==> config.mk <==
export PLATFORM = sky130hd
export DESIGN_NAME = butterfly_xbar_out
export DESIGN_NICKNAME = d
export VERILOG_FILES = /design/src/rtl/butterfly_xbar_out.sv
export SDC_FILE = /design/constraint.sdc
export NUM_CORES = 1
export LEC_CHECK = 0
export CORE_MARGIN = 5
export CORE_UTILIZATION = 59
export DETAILED_ROUTE_END_ITERATION = 12
export PLACE_DENSITY = 0.86
export RECOVER_POWER = 50
export SYNTH_ARGS = -nofsm -noshare
export SYNTH_HDL_FRONTEND = slang
export SYNTH_SLANG_ARGS = --single-unit
export TNS_END_PERCENT = 100
==> constraint.sdc <==
create_clock -name i_CLK -period 3.2 [get_ports i_CLK]
set_input_delay 0.32 -clock i_CLK [delete_from_list [all_inputs] [get_ports i_CLK]]
set_output_delay 0.32 -clock i_CLK [all_outputs]
set_load 0.01 [all_outputs]
==> src/rtl/butterfly_xbar_out.sv <==
// -----------------------------------------------------------------------------
// butterfly_xbar_out
//
// Purpose:
//   Output stage of the butterfly datapath. On each accepted transfer it
//   applies the inverse crossbar permutation for the current stride. It packs
//   the eight butterfly words into two memory lines. The line pair goes into a
//   2-entry FIFO, and the memory write side drains that FIFO.
//
// Ports:
//   i_CLK                  clock, rising edge
//   i_RESETN               asynchronous active-low reset
//   i_STRIDE[9:0]          stride of the current stage, captured with the data
//   i_VALID / o_READY      input handshake (o_READY = occupancy < 2)
//   i_BUTTERFLY_n_TOP      butterfly top outputs, n = 1..4
//   i_BUTTERFLY_n_BOTTOM   butterfly bottom outputs, n = 1..4
//   o_WRITE_INPUT1/2       line 1 / line 2 write data (word k at [k*DATA_W +: DATA_W])
//   o_WRITE_VALID          head entry holds a line pair
//   i_WRITE_READY          memory accepts the head pair
//   o_STRIDE_ERR           sticky flag, set by an accepted transfer with stride 0
//   o_XFER_COUNT[15:0]     saturating pop counter (only with the macro below)
//
// Build options:
//   BUTTERFLY_XBAR_OUT_XFER_CNT_EN  adds o_XFER_COUNT and its counter
// -----------------------------------------------------------------------------
module butterfly_xbar_out #(
    parameter int DATA_W = 32
) (
    input  logic                  i_CLK,
    input  logic                  i_RESETN,
    input  logic [9:0]            i_STRIDE,
    input  logic                  i_VALID,
    output logic                  o_READY,
    input  logic [DATA_W-1:0]     i_BUTTERFLY_1_TOP,
    input  logic [DATA_W-1:0]     i_BUTTERFLY_2_TOP,
    input  logic [DATA_W-1:0]     i_BUTTERFLY_3_TOP,
    input  logic [DATA_W-1:0]     i_BUTTERFLY_4_TOP,
    input  logic [DATA_W-1:0]     i_BUTTERFLY_1_BOTTOM,
    input  logic [DATA_W-1:0]     i_BUTTERFLY_2_BOTTOM,
    input  logic [DATA_W-1:0]     i_BUTTERFLY_3_BOTTOM,
    input  logic [DATA_W-1:0]     i_BUTTERFLY_4_BOTTOM,
    output logic [4*DATA_W-1:0]   o_WRITE_INPUT1,
    output logic [4*DATA_W-1:0]   o_WRITE_INPUT2,
    output logic                  o_WRITE_VALID,
    input  logic                  i_WRITE_READY,
`ifdef BUTTERFLY_XBAR_OUT_XFER_CNT_EN
    output logic [15:0]           o_XFER_COUNT,
`endif
    output logic                  o_STRIDE_ERR
);

    typedef enum logic [1:0] {
        MODE_SW,
        MODE_S2,
        MODE_S1
    } xbar_mode_t;

    localparam int LINE_W = 4 * DATA_W;

    xbar_mode_t               mode;
    logic [LINE_W-1:0]        perm_line1;
    logic [LINE_W-1:0]        perm_line2;

    logic [1:0][LINE_W-1:0]   mem_line1;
    logic [1:0][LINE_W-1:0]   mem_line2;
    logic                     wr_ptr;
    logic                     rd_ptr;
    logic [1:0]               count;
    logic                     ready_en;
    logic [LINE_W-1:0]        head_line1;
    logic [LINE_W-1:0]        head_line2;
    logic                     stride_err;

    logic                     push;
    logic                     pop;

    // Stride 0 is not a legal stage. It falls back to the straight SW layout,
    // and the error flag records it.
    always_comb begin
        mode = MODE_SW;
        if (i_STRIDE == 10'd1) begin
            mode = MODE_S1;
        end else if (i_STRIDE == 10'd2) begin
            mode = MODE_S2;
        end
    end

    // Inverse crossbar. Concatenations list word 3 first, so word 0 lands
    // in the least significant DATA_W bits.
    always_comb begin
        perm_line1 = {i_BUTTERFLY_4_TOP, i_BUTTERFLY_3_TOP,
                      i_BUTTERFLY_2_TOP, i_BUTTERFLY_1_TOP};
        perm_line2 = {i_BUTTERFLY_4_BOTTOM, i_BUTTERFLY_3_BOTTOM,
                      i_BUTTERFLY_2_BOTTOM, i_BUTTERFLY_1_BOTTOM};
        case (mode)
            MODE_S2: begin
                perm_line1 = {i_BUTTERFLY_2_BOTTOM, i_BUTTERFLY_1_BOTTOM,
                              i_BUTTERFLY_2_TOP,    i_BUTTERFLY_1_TOP};
                perm_line2 = {i_BUTTERFLY_4_BOTTOM, i_BUTTERFLY_3_BOTTOM,
                              i_BUTTERFLY_4_TOP,    i_BUTTERFLY_3_TOP};
            end
            MODE_S1: begin
                perm_line1 = {i_BUTTERFLY_2_BOTTOM, i_BUTTERFLY_2_TOP,
                              i_BUTTERFLY_1_BOTTOM, i_BUTTERFLY_1_TOP};
                perm_line2 = {i_BUTTERFLY_4_BOTTOM, i_BUTTERFLY_4_TOP,
                              i_BUTTERFLY_3_BOTTOM, i_BUTTERFLY_3_TOP};
            end
            default: begin
            end
        endcase
    end

    // ready_en holds o_READY low through reset. It lets o_READY rise on the
    // first clock edge after reset is released.
    assign o_READY       = ready_en && (count != 2'd2);
    assign o_WRITE_VALID = (count != 2'd0);
    assign push          = i_VALID && o_READY;
    assign pop           = o_WRITE_VALID && i_WRITE_READY;

    assign o_WRITE_INPUT1 = head_line1;
    assign o_WRITE_INPUT2 = head_line2;
    assign o_STRIDE_ERR   = stride_err;

    // FIFO storage and pointers. The head registers are loaded separately from
    // the storage, so the outputs keep the last popped pair while the FIFO is
    // empty instead of showing whichever stale slot rd_ptr happens to point at.
    always_ff @(posedge i_CLK or negedge i_RESETN) begin
        if (!i_RESETN) begin
            mem_line1  <= '0;
            mem_line2  <= '0;
            wr_ptr     <= 1'b0;
            rd_ptr     <= 1'b0;
            count      <= 2'd0;
            ready_en   <= 1'b0;
            head_line1 <= '0;
            head_line2 <= '0;
            stride_err <= 1'b0;
        end else begin
            ready_en <= 1'b1;
            if (push) begin
                mem_line1[wr_ptr] <= perm_line1;
                mem_line2[wr_ptr] <= perm_line2;
                wr_ptr            <= ~wr_ptr;
                if (i_STRIDE == 10'd0) begin
                    stride_err <= 1'b1;
                end
            end
            if (pop) begin
                rd_ptr <= ~rd_ptr;
            end
            case ({push, pop})
                2'b10:   count <= count + 2'd1;
                2'b01:   count <= count - 2'd1;
                default: count <= count;
            endcase
            // The new pair becomes the head if nothing will be left in front
            // of it. Otherwise a pop from a full FIFO promotes the second entry.
            if (push && ((count == 2'd0) || (pop && (count == 2'd1)))) begin
                head_line1 <= perm_line1;
                head_line2 <= perm_line2;
            end else if (pop && (count == 2'd2)) begin
                head_line1 <= mem_line1[~rd_ptr];
                head_line2 <= mem_line2[~rd_ptr];
            end
        end
    end

`ifdef BUTTERFLY_XBAR_OUT_XFER_CNT_EN
    logic [15:0] xfer_count;

    // Counts pairs taken by memory. It saturates rather than wrapping.
    always_ff @(posedge i_CLK or negedge i_RESETN) begin
        if (!i_RESETN) begin
            xfer_count <= 16'd0;
        end else if (pop && (xfer_count != 16'hFFFF)) begin
            xfer_count <= xfer_count + 16'd1;
        end
    end

    assign o_XFER_COUNT = xfer_count;
`endif

endmodule

==> results of run 1 <==
[final cells by class]
class	instances	share of cell area [%]
well taps	773	2.217
multi-input cells	2143	32.50
diodes	10	0.05737
inverters	3	0.02582
repair buffers	618	14.51
clock inverters	32	1.170
clock buffers	108	5.103
flip-flops and latches	774	44.41
[per-stage QoR]
| step | setup slack [ns] | util, % | hold slack [ns] | power, mW | instance area (um^2) |
|---|---|---|---|---|---|
| finish | 0.4080 | 74.19 | 0.3566 | 43.67 | 43620 |
| global route | 0.2910 | 74.19 | 0.3547 | 46.25 | 43620 |
| CTS | 0.6334 | 74.34 | 0.3058 | 44.08 | 43710 |
| detailed placement | 0.6011 | 69.67 | 0.3747 | 34.00 | 40960 |
| global placement | 0.6853 | 69.67 | 0.3749 | 33.21 | 40960 |
| floorplan | 1.337 | - | 0.02441 | 26.82 | 34940 |
[logic make-up (layout without fill, tap and decap cells)]
| kind of cell | after synthesis | in the layout |
|---|---|---|
| AO/OA/AOI/OAI | 1029 | 1029 |
| adder cells (fa/ha/maj) | 4 | 4 |
| XOR/XNOR | 4 | 4 |
| AND/OR/NAND/NOR | 593 | 593 |
| multiplexers | 512 | 512 |
| other | 1 | 11 |
| flip-flops | 774 | 774 |
| buffers and inverters | 278 | 761 |
[power by group through the flow]
stage          combinational (mW)  clock (mW)  sequential [mW]
2_1_floorplan                9.33           0             17.5
6_report                     16.4        9.66             17.6
4_1_cts                      16.7        9.76             17.6
3_5_place_dp                 16.4           0             17.6
5_1_grt                      17.9        10.2             18.1
3_3_place_gp                 15.8           0             17.4
[how the worst max path moves through the flow]
| stage | from | to | slack, ns | cells past startpoint |
|---|---|---|---|---|
| 2_1_floorplan | count[0] | o_WRITE_INPUT1[64] | 1.34 | 9 |
| 3_3_place_gp | i_STRIDE[9] | o_WRITE_INPUT2[83] | 0.69 | 6 |
| 3_5_place_dp | i_STRIDE[9] | o_WRITE_INPUT2[69] | 0.60 | 6 |
| 4_1_cts | count[0] | o_READY | 0.63 | 4 |
| 5_1_grt | i_RESETN | mem_line2[190] | 0.29 | 3 |
| 6_report | rd_ptr | o_WRITE_INPUT1[4] | 0.41 | 3 |
[state kept, by name, indices dropped and copies added (netlist names)]
signal	flops
o_WRITE_INPUT1	128
wr_ptr	1
mem_line1	256
mem_line2	256
rd_ptr	1
o_WRITE_INPUT2	128
ready_en	1
count	2
o_STRIDE_ERR	1
[repair_timing]
| item | CTS | global route |
|---|---|---|
| gates resized for setup | 0 | 0 |
| setup buffers | 0 | 0 |
| hold endpoints to repair | 60 | 0 |
| hold buffers | 1 | 0 |
[Yosys cell counts]
library cell,count
nor2_2,1
nor4_4,2
ha_1,4
mux2i_1,384
or2_1,1
xnor2_1,3
nand3b_4,1
buf_4,6
nor2b_2,2
nand3b_1,1
o211ai_1,192
a21oi_1,193
nor2_1,193
a21o_1,1
o21ai_0,99
and3_1,1
mux2_2,128
a22oi_2,50
a22oi_1,78
clkbuf_4,1
clkbuf_1,132
buf_2,104
o211ai_2,1
buf_6,17
a22o_1,64
nand3_2,1
and2_1,1
o21a_1,1
nor2b_1,2
nor3_1,1
inv_1,3
and3b_1,1
buf_1,9
conb_1,1
buf_12,6
xor2_1,1
o21ai_1,350
nand2_1,385
dfrtp_1,774
[cell usage in the layout, fill, tap and decap left out, types with 38 or more instances in the layout]
cell type          n
dfrtp_1          773
o21ai_1          350
mux2i_1          384
o211ai_1         192
a22o_1            64
a21oi_1          193
dlygate4sd3_1    119
mux2_2           128
a22oi_1           80
clkdlybuf4s50_1  409
buf_4             38
nor2_1           192
clkbuf_16         79
o21ai_0           99
a22oi_2           48
nand2_1          385
[layer usage]
layer	part of all wire [%]	wire, um	track usage, %	up-vias
li1	-	-	-	12340
met1	39	39650	41.17	13750
met2	48	48950	50.19	1222
met3	8.8	8897	7.929	249
met4	4.0	4037	12.73	4
met5	0.027	27	0	-
[worst max-delay path: stages (launching register included)]
cell	delay (ns)
dfrtp_4	0.64
clkbuf_2	1.38
mux2i_1	0.35
o21ai_0	0.30
==> results.txt, run 1 <==
----------------------------------------------------
[Power and ir drop]
  Portion of total power attributed to the clock network ... 22.1%
  Power density relative to cell area ... 1001 nW/um^2
  Net switching power ... 15.29 mW
  Gate power share ... 37.6%
  Leakage dissipation ... 18.82 nW
  Switch share ... 35.00%
  Sequential cell fraction of total power ... 40.3%
  Maximum resistive drop on vdd ... 904.2 uV
  Internal power component ... 28.39 mW

[Yosys]
  Compound-gate portion of the synthesized area ... 18.47%
  Largest area contributor in the synthesized netlist ... dfrtp_1
  Register bit total from synthesis ... 774
  Cell types occupying the most area after synthesis ... dfrtp_1, mux2i_1, o21ai_1, nand2_1, mux2_2
  Fraction of synthesized cell area taken by the top area cell type ... 55.43%
  Dominant combinational cell family by area after synthesis ... compound AO/OA/AOI/OAI gates
  Adder-cell area share of the yosys netlist ... 0.1432%
  Instance count of the mapped netlist ... 3,195
  Multiplexer fraction of the synthesized cell area ... 15.13%
  Xor/xnor cell area share of the yosys netlist ... 0.1003%
  Netlist cell types ... 39
  Mapped Nets ... 3,469
  Average cell area after synthesis ... 10.94 um^2
  Sequential element share of the synthesized area ... 55.43%
  Simple-gate share of the synthesized area ... 6.636%
  Netlist area before placement ... 34,940 um^2
  Number of warning messages in the yosys log ... 0

[CTS]
  CTS HTree Levels ... 3
  Total CTS buffers ... 79
  Number of sinks on the clock net ... 774
  Clk root buf ... clkbuf_16
  Register clock-pin slew on the reported worst setup and hold paths ... 0.06 ns
  Skew-Pair Late Insertion Delay ... 0.64 ns
  CTS tree ... built
  Worst-case clock buffer depth ... 3

[Layout]
  Number of standard cells in the layout, taps in and fillers out ... 4,461
  Layout cells sized above 1 ... 10.79%
  Area occupied by registers ... 19,370 um^2
  Final layout net count ... 3,893
  Layout area overhead ... 24.84%
  Number of filler cells placed in the layout ... 3,794
  Total area of multi-input combinational cells ... 14,170 um^2

[Hold path]
  Hold EP ... mem_line1[9]
  Hold Path Stages ... 2
  Startpoint of the lowest-slack hold path ... i_BUTTERFLY_1_TOP[9]
  Class of the most critical hold timing path ... input pin to register

[Setup path]
  Slack of the worst reg-to-reg path ... 0.41 ns
  Number of cell instances on the worst register-to-register path ... 3
  Kind of start point of the critical path ... register
  Crit path DAT ... 3.34 ns
  Setup crit end kind ... register
  Worst reg2reg path endpoint ... o_WRITE_INPUT1[4]
  Largest fanout on the critical path ... 50
  Worst setup path category ... register to register
  Reg-to-reg critical path startpoint ... rd_ptr
  Data required time of the critical path ... 3.74 ns

[Global routing]
  Number of global-route vias before repair ... 28.45k
  Overall fraction of global-route tracks in use ... 31.27%
  Number of antenna violations at the first check in global routing ... 12
  First-pass GRT wire length ... 160,700 um
  Grt ovf ... 0
  Pin count of the biggest net entering global routing ... 164

[Detailed routing]
  Post-detailed-route count of antenna-violating nets ... 0
  Average wire per cell in the routed design ... 22.77 um
  Violation count after the first detailed-routing iteration ... 2,619
  Total wire length after detailed routing ... 101,600 um
  Detail-routed via count per cell ... 6.179
  Detailed-router iteration count before antenna repair ... 6
  DRC errors left ... 0
  Detailed-route via count ... 27.56k

[Die]
  Core ar. ... 58,800 um^2
  Starting utilization of the core area ... 59.43%
  Horizontal die dimension ... 253.4 um
  Number of top-level pins ... 529
  Die height ... 253.4 um
  Total Die Area ... 64,190 um^2
  Number of placement rows ... 89

[Timing]
  Time the final worst path needs with I/O delays and setup ... 2.792 ns
  Post-route clock period utilization ... 87.25%
  Final hold vios ... 0
  Worst clock skew ... 0.02773 ns
  Number of pins exceeding their max-slew limit in the final report ... 179
  Slew of the pin with the lowest slew margin ... 2.340 ns
  Setup TNS ... 0 ns
  Achievable clock frequency ... 358.2 MHz
  Relative slew margins ... -56.00%
  Setup repair after global routing missed its margin ... no
  Total of endpoints with negative setup slack in the final report ... 0

[Placed design]
  HPWL after DPL ... 65,300 um
  Final weighted congestion in routability-driven placement ... 0.8640
  Buffers added on ports ... 528
  Post-Place Cells ... 4,310

[Outcome]
  Outcome ... finished, violations left
  Violations in the final reports ... max-capacitance violations, max-slew violations

[Job]
  Number of maximum-capacitance constraint violations ... 3

----------------------------------------------------
Note: power is estimated with default switching activity, not from simulation.
==> run 2: changes to the inputs <==
CORE_UTILIZATION = 61   (was 59)
CTS_BUF_LIST = sky130_fd_sc_hd__clkbuf_4 sky130_fd_sc_hd__clkbuf_8   (was not set)
PLACE_DENSITY = 0.89   (was 0.86)
==> run 2 against run 1 <==
Compared with the run above:
- the flow still finishes with violations (max-capacitance violations, max-slew violations)
- routed wire length is 2.7% higher
- clock power is 8.7% lower
- die area is 3.1% lower
- combinational power hardly changed
- sequential power hardly changed
- critical path type unchanged
- critical endpoint is now mem_line1[188]
- largest cell class unchanged
- highest routed layer unchanged
==> results.txt, run 2 (same netlist as run 1, synthesis figures left out) <==
----------------------------------------------------
[Timing]
  Relative slew margins ... -11.34% (+45 points)
  Worst clock skew ... 0.05989 ns (+0.03216 ns)
  Total of endpoints with negative setup slack in the final report ... 0 (unchanged)
  Setup repair after global routing missed its margin ... no
  Final hold vios ... 0 (unchanged)
  Number of pins exceeding their max-slew limit in the final report ... 101 (-44%)
  Achievable clock frequency ... 353.0 MHz (-1.4%)
  Time the final worst path needs with I/O delays and setup ... 2.832 ns (+0.04053 ns)
  Slew of the pin with the lowest slew margin ... 1.670 ns (-0.6700 ns)
  Post-route clock period utilization ... 88.52% (+1.3 points)
  Setup TNS ... 0 ns (unchanged)

[Power and ir drop]
  Gate power share ... 38.6% (+1.0 points)
  Switch share ... 35.64% (+0.64 points)
  Maximum resistive drop on vdd ... 696.6 uV (-23%)
  Power density relative to cell area ... 995.5 nW/um^2 (-0.57%)
  Portion of total power attributed to the clock network ... 20.4% (-1.7 points)
  Sequential cell fraction of total power ... 41.0% (+0.7 points)
  Leakage dissipation ... 18.82 nW (about the same)
  Net switching power ... 15.43 mW (+0.94%)
  Internal power component ... 27.86 mW (-1.8%)

[Die]
  Horizontal die dimension ... 249.3 um (-1.6%)
  Total Die Area ... 62,170 um^2 (-3.1%)
  Number of top-level pins ... 529 (unchanged)
  Die height ... 249.3 um (-1.6%)
  Core ar. ... 56,600 um^2 (-3.7%)
  Starting utilization of the core area ... 61.73% (+2.3 points)
  Number of placement rows ... 87 (-2.2%)

[Global routing]
  Pin count of the biggest net entering global routing ... 156 (-4.9%)
  Grt ovf ... 0 (unchanged)
  Overall fraction of global-route tracks in use ... 32.98% (+1.7 points)
  First-pass GRT wire length ... 165,700 um (+3.1%)
  Number of antenna violations at the first check in global routing ... 15 (+3)
  Number of global-route vias before repair ... 29.24k (+2.8%)

[Setup path]
  Critical path, cell by cell ... inv_1, ha_1, nor2b_2, nand3_1, buf_6, nand2_1, o21ai_1
  Worst path top cell family by delay ... simple AND/OR/NAND/NOR gates
  Max stage delay on crit path ... 0.80 ns (-0.58 ns)
  Kind of start point of the critical path ... register
  Data required time of the critical path ... 3.81 ns (+0.07 ns)
  Crit path DAT ... 3.44 ns (+0.10 ns)
  Buffers & Inverters on Critical Path ... 2 (+1)
  Setup crit end kind ... register
  Worst setup path category ... register to register
  Largest fanout on the critical path ... 100 (+100%)
  Cell with the largest stage delay on the worst path ... nand3_1

[CTS]
  CTS tree ... built
  Number of sinks on the clock net ... 774 (unchanged)
  Number of setup buffers added after CTS ... 0 (unchanged)
  Register clock-pin slew on the reported worst setup and hold paths ... 0.07 ns (about the same)
  Clk root buf ... clkbuf_8
  Total CTS buffers ... 120 (+52%)
  Skew-Pair Late Insertion Delay ... 0.78 ns (+0.14 ns)
  Worst-case clock buffer depth ... 3 (unchanged)
  CTS HTree Levels ... 3 (unchanged)

[Detailed routing]
  Detail-routed via count per cell ... 6.265 (+1.4%)
  Detailed-route via count ... 28.25k (+2.5%)
  Post-detailed-route count of antenna-violating nets ... 0 (unchanged)
  Detailed-router iteration count before antenna repair ... 7 (+1)
  Violation count after the first detailed-routing iteration ... 2,463 (-6.0%)
  Total wire length after detailed routing ... 104,300 um (+2.7%)
  DRC errors left ... 0 (unchanged)
  Average wire per cell in the routed design ... 23.12 um (+1.5%)

[Layout]
  Largest regs ... mem_line1 (256), mem_line2 (256)
  Most frequent standard cell in the layout excluding fill and tap cells ... dfrtp_1
  Layout cells sized above 1 ... 12.66% (+1.9 points)
  Most used cells in the layout excluding fill and tap cells ... dfrtp_1, clkdlybuf4s50_1, nand2_1
  Layout area overhead ... 24.46%
  Final layout net count ... 3,929 (+0.92%)
  Final non-filler cell area ... 43,490 um^2 (-0.30%)

[Placed design]
  Placed Instance Area ... 41,040 um^2 (+0.19%)
  HPWL after DPL ... 66,750 um (+2.2%)
  Final weighted congestion in routability-driven placement ... 0.9015 (+4.3%)
  Buffers added on ports ... 528 (unchanged)

[Outcome]
  Violations in the final reports ... max-capacitance violations, max-slew violations
  Outcome ... finished, violations left

[Job]
  Number of maximum-capacitance constraint violations ... 2 (-1)

[Hold path]
  Class of the most critical hold timing path ... input pin to async pin

----------------------------------------------------
[run 2: cell count changes in the layout (fill, tap and decap cells not counted), sizes merged]
cell           delta
clkdlybuf4s50    +72
bufinv            -7
clkbuf           +93
inv               +3
dlygate4sd3      -72
clkinv            -9
buf               -9
clkinvlp          -5
[run 2: metrics by stage]
step	setup WS, ns	power (mW)	hold slack [ns]	utilization (%)	std cells
2_1_floorplan	1.337	26.82	0.02441	-	3195
3_3_place_gp	0.7468	33.36	0.4402	72.50	4288
3_5_place_dp	0.7031	34.23	0.4308	72.50	4288
4_1_cts	0.4962	43.47	0.1767	77.08	4500
5_1_grt	0.2378	45.83	0.2005	76.81	4507
6_report	0.3675	43.29	0.1978	76.83	4510
[run 2: cell type report]
class,count,area (um^2)
clock buffers,197,2405
flip-flops and latches,774,19370
well taps,756,945.9
inverters,3,11.26
diodes,10,25.02
repair buffers,613,6366
clock inverters,14,173.9
fillers,3414,13120
multi-input cells,2143,14190
[run 2: what timing repair did]
item                                    4_1_cts  5_1_grt
endpoints found under the setup margin        0        0
gates resized for setup                       0        0
endpoints found under the hold margin        70        0
hold buffers                                  1        0
[run 2: power groups by stage]
| stage | combinational [mW] | clock, mW | sequential, mW |
|---|---|---|---|
| final | 16.7 | 8.82 | 17.7 |
| after global routing | 18.2 | 9.38 | 18.3 |
| after CTS | 16.9 | 8.90 | 17.7 |
| after detailed placement | 16.5 | 0 | 17.7 |
| after global placement | 15.9 | 0 | 17.5 |
| after floorplan | 9.33 | 0 | 17.5 |
[run 2: layer usage]
metal	global-route usage, %	wire (um)	vias up
li1	-	-	12430
met1	42.41	39000	14040
met2	52.74	49790	1413
met3	9.626	10250	363
met4	14.27	5119	14
met5	0	101	-
[run 2: worst paths after layout]
check | depth (start not counted) | to | slack [ns] | start
max in group asynchronous | 3 | mem_line1[24] | 0.86 | i_RESETN
min in group i_CLK | 2 | mem_line1[135] | 0.22 | i_BUTTERFLY_1_TOP[7]
hold / removal | 2 | mem_line2[40] | 0.20 | i_RESETN
setup / recovery | 7 | mem_line1[188] | 0.37 | count[0]
hold reg to reg | 2 | mem_line2[218] | 0.48 | mem_line2[218]
setup reg to reg | 7 | mem_line1[188] | 0.37 | count[0]
